**config.mk**
```make
export PLATFORM = sky130hd
export DESIGN_NAME = os_feed_ctrl
export DESIGN_NICKNAME = d
export VERILOG_FILES = /design/src/rtl/os_ctrl_pkg.sv /design/src/rtl/os_feed_ctrl.sv
export SDC_FILE = /design/constraint.sdc
export NUM_CORES = 1
export LEC_CHECK = 0
export ABC_CLOCK_PERIOD_IN_PS = 2000
export BUFFER_PORTS_ARGS = -buffer_cell sky130_fd_sc_hd__buf_2
export CAP_MARGIN = 20
export CELL_PAD_IN_SITES_DETAIL_PLACEMENT = 1
export CELL_PAD_IN_SITES_GLOBAL_PLACEMENT = 2
export CORE_AREA = 2 2 52 54
export CTS_BUF_LIST = sky130_fd_sc_hd__clkbuf_8
export DETAILED_ROUTE_END_ITERATION = 16
export DIE_AREA = 0 0 54 56
export GPL_ROUTABILITY_DRIVEN = 0
export PLACE_DENSITY = 0.76
export SYNTH_ARGS = -nofsm -noshare
export SYNTH_HDL_FRONTEND = slang
export SYNTH_SLANG_ARGS = --single-unit
```
**constraint.sdc**
```tcl
create_clock -name clk -period 2 [get_ports clk]
set_input_delay 0.4 -clock clk [delete_from_list [all_inputs] [get_ports clk]]
set_output_delay 0.4 -clock clk [all_outputs]
set_load 0.02 [all_outputs]
```
**src/rtl/os_ctrl_pkg.sv**
```systemverilog
// rtl/os_ctrl_pkg.sv - shared types and helpers for the output-stationary feed controller
// Contents: os_feed_state_t FSM encoding, os_drain_cycles(), os_tile_count().
package os_ctrl_pkg;

    typedef enum logic [1:0] {
        IDLE  = 2'd0,
        FEED  = 2'd1,
        DRAIN = 2'd2,
        DONE  = 2'd3
    } os_feed_state_t;

    // N-1 cycles of operand skew plus N cycles of propagation through the array.
    function automatic int os_drain_cycles(input int n);
        return 2 * n - 1;
    endfunction

    // Number of NxN output tiles in an MxM product.
    function automatic int os_tile_count(input int m, input int n);
        return (m / n) * (m / n);
    endfunction

endpackage

```
**src/rtl/os_feed_ctrl.sv**
```systemverilog
// rtl/os_feed_ctrl.sv - tile sequencer for the systolic array operand-read path
// Ports:
//   clk, rst_n         clock, asynchronous active-low reset
//   start              run request, sampled only in IDLE
//   stall              freezes operand issue while in FEED
//   row                reduction index k to the read-address generator
//   column             tile column index to the read-address generator
//   rd_en              read enable to the read-address generator
//   pe_init            accumulator clear, coincident with the k=0 issue of a tile
//   tile_row           tile row index (status / B-side controller)
//   tile_done          one-cycle pulse, tile results valid in the array
//   busy               run in progress
//   done               one-cycle pulse, whole product complete
module os_feed_ctrl
    import os_ctrl_pkg::*;
#(
    parameter int D_W = 8,
    parameter int N   = 3,
    parameter int M   = 6
) (
    input  logic                      clk,
    input  logic                      rst_n,
    input  logic                      start,
    input  logic                      stall,
    output logic [$clog2(M)-1:0]      row,
    output logic [$clog2(M/N)-1:0]    column,
    output logic                      rd_en,
    output logic                      pe_init,
    output logic [$clog2(M/N)-1:0]    tile_row,
    output logic                      tile_done,
    output logic                      busy,
    output logic                      done
);

    localparam int K_W       = $clog2(M);
    localparam int T_W       = $clog2(M / N);
    localparam int DRAIN_CYC = os_drain_cycles(N);
    localparam int DC_W      = $clog2(DRAIN_CYC + 1);

    localparam logic [K_W-1:0]  K_LAST = K_W'(M - 1);
    localparam logic [T_W-1:0]  T_LAST = T_W'(M / N - 1);
    localparam logic [DC_W-1:0] D_LAST = DC_W'(DRAIN_CYC - 1);

    // Elaboration-time guard on the tiling geometry; D_W only travels with the datapath.
    if (D_W < 1 || (M % N) != 0 || os_tile_count(M, N) < 4) begin : g_param_check
        $error("os_feed_ctrl: need D_W>=1, M%%N==0 and M/N>=2");
    end

    os_feed_state_t   state, state_d;
    logic [K_W-1:0]   k, k_d;
    logic [DC_W-1:0]  dcnt, dcnt_d;
    logic [K_W-1:0]   row_d;
    logic [T_W-1:0]   col_d, trow_d;
    logic             rd_en_d, pe_init_d, tile_done_d, busy_d, done_d;

    always_ff @(posedge clk or negedge rst_n) begin
        if (!rst_n) begin
            state     <= IDLE;
            k         <= '0;
            dcnt      <= '0;
            row       <= '0;
            column    <= '0;
            tile_row  <= '0;
            rd_en     <= 1'b0;
            pe_init   <= 1'b0;
            tile_done <= 1'b0;
            busy      <= 1'b0;
            done      <= 1'b0;
        end else begin
            state     <= state_d;
            k         <= k_d;
            dcnt      <= dcnt_d;
            row       <= row_d;
            column    <= col_d;
            tile_row  <= trow_d;
            rd_en     <= rd_en_d;
            pe_init   <= pe_init_d;
            tile_done <= tile_done_d;
            busy      <= busy_d;
            done      <= done_d;
        end
    end

    // Next-state and next-output logic; every output is registered above, so
    // the values computed here appear one edge after the state that produced them.
    always_comb begin
        state_d     = state;
        k_d         = k;
        dcnt_d      = dcnt;
        row_d       = row;
        col_d       = column;
        trow_d      = tile_row;
        rd_en_d     = 1'b0;
        pe_init_d   = 1'b0;
        tile_done_d = 1'b0;
        busy_d      = 1'b0;
        done_d      = 1'b0;

        case (state)
            IDLE: begin
                k_d    = '0;
                dcnt_d = '0;
                row_d  = '0;
                col_d  = '0;
                trow_d = '0;
                if (start) begin
                    state_d = FEED;
                end
            end

            FEED: begin
                busy_d = 1'b1;
                // row tracks the pending k, so during a stall it shows the held index.
                row_d  = k;
                if (!stall) begin
                    rd_en_d   = 1'b1;
                    // A stall on k=0 lands here later, which is what defers pe_init.
                    pe_init_d = (k == '0);
                    if (k == K_LAST) begin
                        k_d     = '0;
                        dcnt_d  = '0;
                        state_d = DRAIN;
                    end else begin
                        k_d = k + 1'b1;
                    end
                end
            end

            DRAIN: begin
                busy_d = 1'b1;
                if (dcnt == D_LAST) begin
                    tile_done_d = 1'b1;
                    dcnt_d      = '0;
                    if (column == T_LAST) begin
                        col_d = '0;
                        if (tile_row == T_LAST) begin
                            trow_d  = '0;
                            state_d = DONE;
                        end else begin
                            trow_d  = tile_row + 1'b1;
                            state_d = FEED;
                        end
                    end else begin
                        col_d   = column + 1'b1;
                        state_d = FEED;
                    end
                end else begin
                    dcnt_d = dcnt + 1'b1;
                end
            end

            DONE: begin
                done_d  = 1'b1;
                k_d     = '0;
                dcnt_d  = '0;
                row_d   = '0;
                col_d   = '0;
                trow_d  = '0;
                state_d = IDLE;
            end

            default: begin
                state_d = IDLE;
            end
        endcase
    end

endmodule

```
# Word-level counts from Yosys, hierarchy flattened
# Index checks and enable logic that the tools add are counted.
# Widths: inputs -> output; s select.
[totals]
mem_bits_ro = 0
n_memories = 0
ramBits = 0
out_inout_bits = 10
ff_bits = 18
latch_bits = 0
wordCells = 66
input_bits = 4
[classes]
eq_ne = 10
mux = 30
shifts = 0
mul = 0
n_lt_le_gt_ge = 0
addsub = 4
bitwise = 0
div_mod_pow = 0
reduce_logical = 11
[ops]
columns = ["cell", "n"]
rows = [
  ["$mux 3", 5],
  ["$mux 1", 13],
  ["$mux 2", 6],
  ["$pmux 3 s2", 2],
  ["$ne 2x2->1 const B", 5],
  ["$pmux 3 s3", 1],
  ["$pmux 2 s4", 1],
  ["$add 3x1->3 const B", 2],
  ["$eq 3x3->1 const B", 2],
  ["$reduce_and 2->1", 3],
  ["$eq 2x2->1 const B", 2],
  ["$pmux 1 s2", 2],
  ["$reduce_and 4->1", 1],
  ["$reduce_bool 2->1", 2],
  ["$reduce_or 2->1", 2],
  ["$logic_not 3->1", 1],
  ["$reduce_and 3->1", 1],
  ["$add 1x1->1 const B", 2],
  ["$eq 2x1->1 const B", 1],
  ["$logic_not 2->1", 1],
]

# Longest topological paths before layout
# Gate-level depths: netlist (run 1).
[logic_depth]
depth_word = 5
ltp_mapped = 6
mapped_depth_nobuf = 5

# Worst setup path after synthesis (run 1)
# Ideal clock, no wire load.
[synth_path]
kind = "register to register"
startpoint = "register state[0]"
endpoint = "register tile_row"
path_slack_ns = 0.436
path_buffers = 1
setup_time_ns = 0.125
path_stages_with_launch = 7
t_arrival_ns = 1.440
required_ns = 1.875
synth_period_minus_slack_ns = 1.564
path_cell_list = "dfrtp_1 > inv_1 > ha_1 > clkbuf_1 > nor2b_1 > nor3_1 > mux2_2"
[synth_via]
elab_chain_cells = 4
elab_cells_between_ends = 9
classes_between = "eq/ne: 4; mux: 1; reduce/logical: 4"
[synth_rtl]
columns = ["item", "line_no", "source"]
rows = [
  ["start, declared", "os_feed_ctrl.sv:49", "os_feed_state_t state, state_d;"],
  ["start signal, assigned", "os_feed_ctrl.sv:70", "state <= state_d;"],
  ["$eq 2x2->1 / $logic_not 2->1 (equally long branches)", "os_feed_ctrl.sv:99", "case (state)"],
  ["$reduce_or 2->1 (no source line)", "-", ""],
  ["$reduce_bool 2->1 (no source line)", "-", ""],
  ["$reduce_and 3->1 (no source line)", "-", ""],
  ["end signal, assigned", "os_feed_ctrl.sv:75", "tile_row <= trow_d;"],
  ["end, declared", "os_feed_ctrl.sv:29", "output logic [$clog2(M/N)-1:0] tile_row,"],
]
# Parallel ways exist; a longest one is shown, timed or not.
# A chain may end at the register's enable or synchronous reset.

# Final worst setup path (run 1)
[layout_path]
startpoint = "register state[0]"
endpoint = "register state[1]"
[layout_via]
elab_chain_cells = 3
elab_cells_between_ends = 10
classes_between = "eq/ne: 7; mux: 1; reduce/logical: 2"
[layout_rtl]
columns = ["item", "line_no"]
rows = [
  ["$eq 2x2->1 (tied with other cells)", "os_feed_ctrl.sv:99"],
  ["$ne 2x2->1 (no source line)", "-"],
  ["$reduce_and 4->1 (no source line)", "-"],
]
# Parallel ways exist; a longest one is shown, timed or not.

==> results of run 1 <==
-- final timing paths --
check                      startpoint       end  slack [ns]  cells past startpoint
setup reg to reg             state[0]  state[1]        0.26                      5
max in group asynchronous       rst_n      done        1.62                      1
min in group clk                stall     rd_en        0.34                      2
hold / removal                  rst_n    column        0.08                      1
hold reg to reg                row[0]    row[0]        0.51                      2
setup / recovery             state[0]  state[1]        0.26                      5
-- logic make-up after synthesis --
group	Yosys count	synth area share, %
AOI/OAI and AO/OA	21	18.47
and+or+nand+nor	20	14.49
DFF	18	51.14
buffers and inverters	10	4.403
adders and majority gates	6	8.523
muxes	2	2.982
-- layout make-up --
type | count | area, um2 | area share [%]
repair buffers | 14 | 72.57 | 7.090
clock buffers | 3 | 41.29 | 4.034
multi-input cells | 49 | 391.6 | 38.26
flip-flops and latches | 18 | 450.4 | 44.01
well taps | 30 | 37.54 | 3.667
inverters | 8 | 30.03 | 2.934
-- cells in the mapped netlist, drive strengths merged --
cell / number / area, um2
dfrtp: 18 / 450.4
inv: 8 / 30.03
ha: 6 / 75.07
o21ai: 6 / 30.03
a22o: 4 / 35.03
nand2: 4 / 15.01
nor2b: 4 / 25.02
o22ai: 3 / 18.77
mux2: 2 / 26.27
nand2b: 2 / 12.51
nor2: 2 / 7.510
o211ai: 2 / 15.01
a21bo: 1 / 10.01
a21boi: 1 / 7.510
a21o: 1 / 7.510
a2bb2oi: 1 / 8.760
a32o: 1 / 10.01
and3: 1 / 6.260
and4bb: 1 / 16.27
buf: 1 / 5.000
clkbuf: 1 / 3.750
nand3b: 1 / 7.510
nand4: 1 / 6.260
nand4b: 1 / 8.760
nor3: 1 / 5.000
nor4b: 1 / 8.760
o221a: 1 / 20.02
or3b: 1 / 8.760
-- power groups by stage --
stage	clock [mW]	combinational, mW	sequential [mW]
after global routing	0.275	0.891	0.636
after detailed placement	0	0.807	0.624
after CTS	0.256	0.812	0.618
final	0.248	0.798	0.613
after global placement	0	0.783	0.611
after floorplan	0	0.528	0.656
-- cells in the final DEF (no fill, tap or decap), types with 2 or more instances in the layout --
master / n
clkbuf_8: 3
nand2_1: 4
a22o_1: 4
o22ai_1: 3
nor2b_1: 4
ha_1: 6
buf_2: 13
o21ai_0: 6
dfrtp_1: 18
inv_1: 8
nand2b_1: 2
nor2_1: 2
o211ai_1: 2
-- state kept, by name, indices dropped and copies added, names as in the netlist --
name       cells
busy           1
column         1
dcnt           3
done           1
k              3
pe_init        1
rd_en          1
row            3
state          2
tile_done      1
tile_row       1
-- stage by stage --
stage / power, mW / hold slack (ns)
floorplan: 1.184 / 0.1044
global placement: 1.394 / 0.3523
detailed placement: 1.431 / 0.3579
CTS: 1.687 / 0.08311
global route: 1.802 / 0.09681
finish: 1.659 / 0.07683
-- layer usage --
layer,global-route usage [%],part of all wire [%],vias up,wire length (um)
met5,0,0,-,0
li1,-,-,302,-
met3,2.419,2.0,4,39
met1,17.92,45,310,854
met2,24.74,51,10,980
met4,7.500,2.3,0,44
==> results.md, run 1 <==
- Num CTS Buffers: 3
- Outcome: finished, final reports clean
- Layout Utilization: a little over two fifths
- DRT iter0 DRCs: 10
- Fin worst setup slack: 0.2596 ns
- Leakage: 0.5113 nW
- Die Wd: ~54 um
- Final wirelength: between 1500 and 2000 um
- Critical path arrival: approximately 1.9 ns
- Placed cell area: between 900 and 1000 um2
- Final min period: 1.740 ns
- Setup CP Type: flop to flop
- Final Skew: roughly 0.0031 ns
- Post-CTS Hold Fix Bufs: 0
- Sequential area share after synthesis: a little over 50%
- CP top delay family: flip-flops
- Pwr dens: 1621 nW/um2
- Final instance area: between 1000 and 1500 um2
- N_diodes: 0
- Post-CTS setup repair buffer count: 0
- Pin count of the biggest net entering global routing: 19
- CTS tree: yes
- Place WS: approximately 0.26 ns
- Clock power share: around 15%
- Slowest stage delay, CP: 0.42 ns
- Sink Count: 18
- Area Overhead vs Synth: 16.19%
- Die span in y: 56 um
- # DRC: 0
- Row count: 18
- Clk_lat worst skew: 0.25 ns
- PortBufs: 13
- Io pins: 14
- CTS clock-pin slew for the worst setup and hold paths: approximately 0.070 ns
- Required time worst endpoint: 2.14 ns
- Antenna viol nets, final: 0
- First-pass GRT wire length: roughly 3300 um
- Sequential Power Share: between 30% and 40%
- Avg Inst Size Synth: 11.44 um2
- Final non-filler cell total: approximately 120
- Mapped Cells: 77
- Crit-path cells: inv_1 -> ha_1 -> a21bo_2 -> o221a_4 -> mux2_4
- Logic pwr share: ~48%
- Max VDD drop: between 0.6 and 0.7 mV
- Final Hold Viols: 0
- Clk root buf: clkbuf_8
- Clk buf depth: 2
- Syn nets: 87
- Crit Path Max Fanout: 12
- Core Footprint: 2432 um2
- RSZ-0062 raised after global routing: false
- Sw Ratio: between 40% and 50%
- Nets: around 100
- Final setup viols: 0
- Vias in the first global route: ~700
- Actual slew at the worst max-slew pin: between 0.4 and 0.5 ns
- Placed instance count: between 100 and 150
- WP buf/inv: 1
- Number of antenna violations at the first check in global routing: 0
- Total gr overflow: 0
- MaxCap Viol Count: 0
- CTS resizes: 0
- Routed length per instance: between 15 and 20 um
- Max Clk Rate: approximately 570 MHz
- Total Routing Usage GR: around 15%
- Total vias in the final route: ~630
- Layout cells sized above 1: around 25%
- Int Pwr: ~980 uW
- Final cycle utilization of the critical path: approximately 87%
- Vias per cell: approximately 5
- Slew Viols, Final: 0
- DR pass1 iterations: 4
- Ys Warns: 0
- Worst Setup End Kind: flop
- Estimated wirelength of the detail-placed design: between 1000 and 1500 um
- Critical Path Source Type: flop
- Min-delay worst type: input port to async pin
- Setup total negative slack: 0 ns
- Synth Cell Area: 880.8 um2
- Yosys reg bits: 18
- Critical path's slowest cell: dfrtp_1
- Yosys cell types: 29
- Htree depth: 1
- NetSw: slightly below 700 uW
- Max_slew headroom: a little over 70%
- Starting Density: between 30% and 40%
- Die area: roughly 3000 um2
- Fill count: 288
Note: power is estimated with default switching activity, not from simulation.
==> inputs of run 2 (changes only) <==
==> config.mk (replaced) <==
export PLATFORM = sky130hd
export DESIGN_NAME = os_feed_ctrl
export DESIGN_NICKNAME = d
export VERILOG_FILES = /design/src/rtl/os_ctrl_pkg.sv /design/src/rtl/os_feed_ctrl.sv
export SDC_FILE = /design/constraint.sdc
export NUM_CORES = 1
export LEC_CHECK = 0
export ABC_CLOCK_PERIOD_IN_PS = 1600
export BUFFER_PORTS_ARGS = -buffer_cell sky130_fd_sc_hd__buf_2
export CAP_MARGIN = 20
export CELL_PAD_IN_SITES_DETAIL_PLACEMENT = 1
export CELL_PAD_IN_SITES_GLOBAL_PLACEMENT = 2
export CORE_AREA = 2 2 54 56
export CTS_BUF_LIST = sky130_fd_sc_hd__clkbuf_8
export DETAILED_ROUTE_END_ITERATION = 16
export DIE_AREA = 0 0 56 58
export GPL_ROUTABILITY_DRIVEN = 0
export PLACE_DENSITY = 0.74
export SYNTH_ARGS = -nofsm -noshare
export SYNTH_HDL_FRONTEND = slang
export SYNTH_SLANG_ARGS = --single-unit
==> constraint.sdc (replaced) <==
create_clock -name clk -period 1.6 [get_ports clk]
set_input_delay 0.32 -clock clk [delete_from_list [all_inputs] [get_ports clk]]
set_output_delay 0.32 -clock clk [all_outputs]
set_load 0.02 [all_outputs]
==> run 2 against run 1 <==
  * The run now ends with negative hold slack left
  * First-iteration DRC count is 20% higher
  * Clock skew shrank 0.0016 ns
  * Clock-buffer cell count rose by 1
  * Final area up 7.0%
  * Critical endpoint unchanged
  * Highest routed layer unchanged
==> results.md, run 2 (synthesis gave the netlist of run 1 again) <==
- Outcome: complete, but fails checks
- Failing checks: negative hold slack
- Vias in the first global route: 700 (+0.72%)
- Setup CP Type: flop to flop
- Starting Density: 33.08% (-3.1 points)
- Io pins: 14 (unchanged)
- Htree depth: 1 (unchanged)
- Worst Setup End Kind: flop
- # DRC: 0 (unchanged)
- Critical path arrival: 1.63 ns (-0.25 ns)
- Pin count of the biggest net entering global routing: 19 (unchanged)
- Max Clk Rate: 669.2 MHz (+16%)
- Area used by multi-input combinational logic: 402.9 um2 (+2.9%)
- Clk_lat worst skew: 0.25 ns (about the same)
- Post-CTS Hold Fix Bufs: 0 (unchanged)
- PortBufs: 13 (unchanged)
- N_diodes: 0 (unchanged)
- Core Footprint: 2663 um2 (+9.5%)
- Antenna viol nets, final: 0 (unchanged)
- Routed length per instance: 15.08 um (-4.0%)
- Commonest non-fill, non-tap cell in the layout: dfrtp_1
- Placed instance count: 126 (+5.9%)
- Final wirelength: 1961 um (+2.2%)
- Worst hold margin: -0.01351 ns (-0.09034 ns)
- Critical path's slowest cell: dfrtp_1
- Max VDD drop: 1.058 mV (+68%)
- Clk buf depth: 2 (unchanged)
- Register Area: 450.4 um2 (unchanged)
- Number of antenna violations at the first check in global routing: 0 (unchanged)
- First-pass GRT wire length: 3422 um (+4.2%)
- Clk root buf: clkbuf_8
- Final Skew: 0.001489 ns (-0.001619 ns)
- Final non-filler cell total: 130 (+6.6%)
- Place WS: 0.01974 ns (-0.2389 ns)
- Final Hold Viols: 18 (+18)
- DRT iter0 DRCs: 12 (+2)
- Final cycle utilization of the critical path: 93.40% (+6.4 points)
- Die span in y: 58 um (+3.6%)
- CP top delay family: flip-flops
- Area Overhead vs Synth: 24.29%
- Num CTS Buffers: 3 (unchanged)
- Fill count: 296 (+2.8%)
- Critical Path Source Type: flop
- Most frequent cells in the layout: 18 x dfrtp_1, 13 x buf_2, 8 x inv_1
- Leakage: 0.5467 nW (+6.9%)
- Final setup viols: 0 (unchanged)
- Total Routing Usage GR: 13.73% (-1.2 points)
- Die Wd: 56 um (+3.7%)
- Final min period: 1.494 ns (-0.2459 ns)
- Total vias in the final route: 659 (+5.3%)
- Nets: 110 (+5.8%)
- Max_slew headroom: 73.30% (+1.5 points)
- CTS tree: yes
- Sink Count: 18 (unchanged)
- Setup total negative slack: 0 ns (unchanged)
- Estimated wirelength of the detail-placed design: 1510 um (+6.5%)
- Regs by FF count: dcnt (3), k (3), row (3)
- Slew Viols, Final: 0 (unchanged)
- Total gr overflow: 0 (unchanged)
- Actual slew at the worst max-slew pin: 0.4005 ns (-0.02321 ns)
- Crit Path Max Fanout: 5 (-7)
- Post-CTS setup repair buffer count: 0 (unchanged)
- Pwr dens: 2070 nW/um2 (+28%)
- Placed cell area: 1028 um2 (+4.7%)
- DR pass1 iterations: 4 (unchanged)
- Required time worst endpoint: 1.74 ns (-0.40 ns)
- Layout cells sized above 1: 33.33% (+8.3 points)
- Crit-path cells: inv_1 -> ha_2 -> a21bo_2 -> o221a_4 -> mux2_4
- MaxCap Viol Count: 0 (unchanged)
- Slowest stage delay, CP: 0.38 ns (-0.04 ns)
- Fin worst setup slack: 0.1056 ns (-0.1541 ns)
- Min-delay worst type: input port to async pin
- Row count: 19 (+1)
- WP buf/inv: 1 (unchanged)
- Die area: 3248 um2 (+7.4%)
- RSZ-0062 raised after global routing: false
- CTS clock-pin slew for the worst setup and hold paths: 0.07 ns (about the same)
- Final instance area: 1095 um2 (+7.0%)
- Vias per cell: 5.069 (-1.2%)
run 2: cell count changes in the layout (fill, tap and decap cells not counted):
cell | before | now
buf_4 | 1 | 7
clkbuf_8 | 3 | 4
ha_1 | 6 | 4
ha_2 | 0 | 2
nor4b_1 | 1 | 0
nor4b_2 | 0 | 1
run 2: where the power goes:
part           leakage, nW  switching (mW)  internal (mW)
sequential           0.237           0.111          0.613
clock               0.0288           0.152          0.218
combinational        0.281           0.626          0.547
run 2: area by class of cell:
cell class / instances / share of cell area, %
Sequential cell: 18 / 41.14
Inverter: 8 / 2.743
Multi-Input combinational cell: 49 / 36.80
Clock buffer: 4 / 5.029
Timing Repair Buffer: 20 / 10.74
Tap cell: 31 / 3.543
run 2: per-layer routing:
layer | vias up | wire length (um) | GRT usage, %
li1 | 318 | - | -
met4 | 0 | 27 | 6.803
met2 | 10 | 993 | 23.36
met5 | - | 0 | 0
met1 | 329 | 883 | 16.74
met3 | 2 | 57 | 2.679
run 2: stage by stage:
step,utilization [%],power [mW]
floorplan,-,1.480
global placement,38.63,1.866
detailed placement,38.63,1.907
CTS,40.70,2.292
global route,41.12,2.458
finish,41.12,2.266
run 2: path summary, 6_finish.rpt:
check                          from       end  slack (ns)  cells after the start
hold reg to reg              row[0]    row[0]        0.49                      2
hold / removal                rst_n   dcnt[2]       -0.01                      1
setup reg to reg           state[0]  state[1]        0.11                      5
setup / recovery           state[0]  state[1]        0.11                      5
max in group asynchronous     rst_n     rd_en        1.33                      1
min in group clk              stall     rd_en        0.28                      2
run 2: repair_timing:
action | 4_1_cts | 5_1_grt
setup endpoints to repair | 0 | 5
endpoints found under the hold margin | 0 | 0
gates resized for setup | 0 | 3
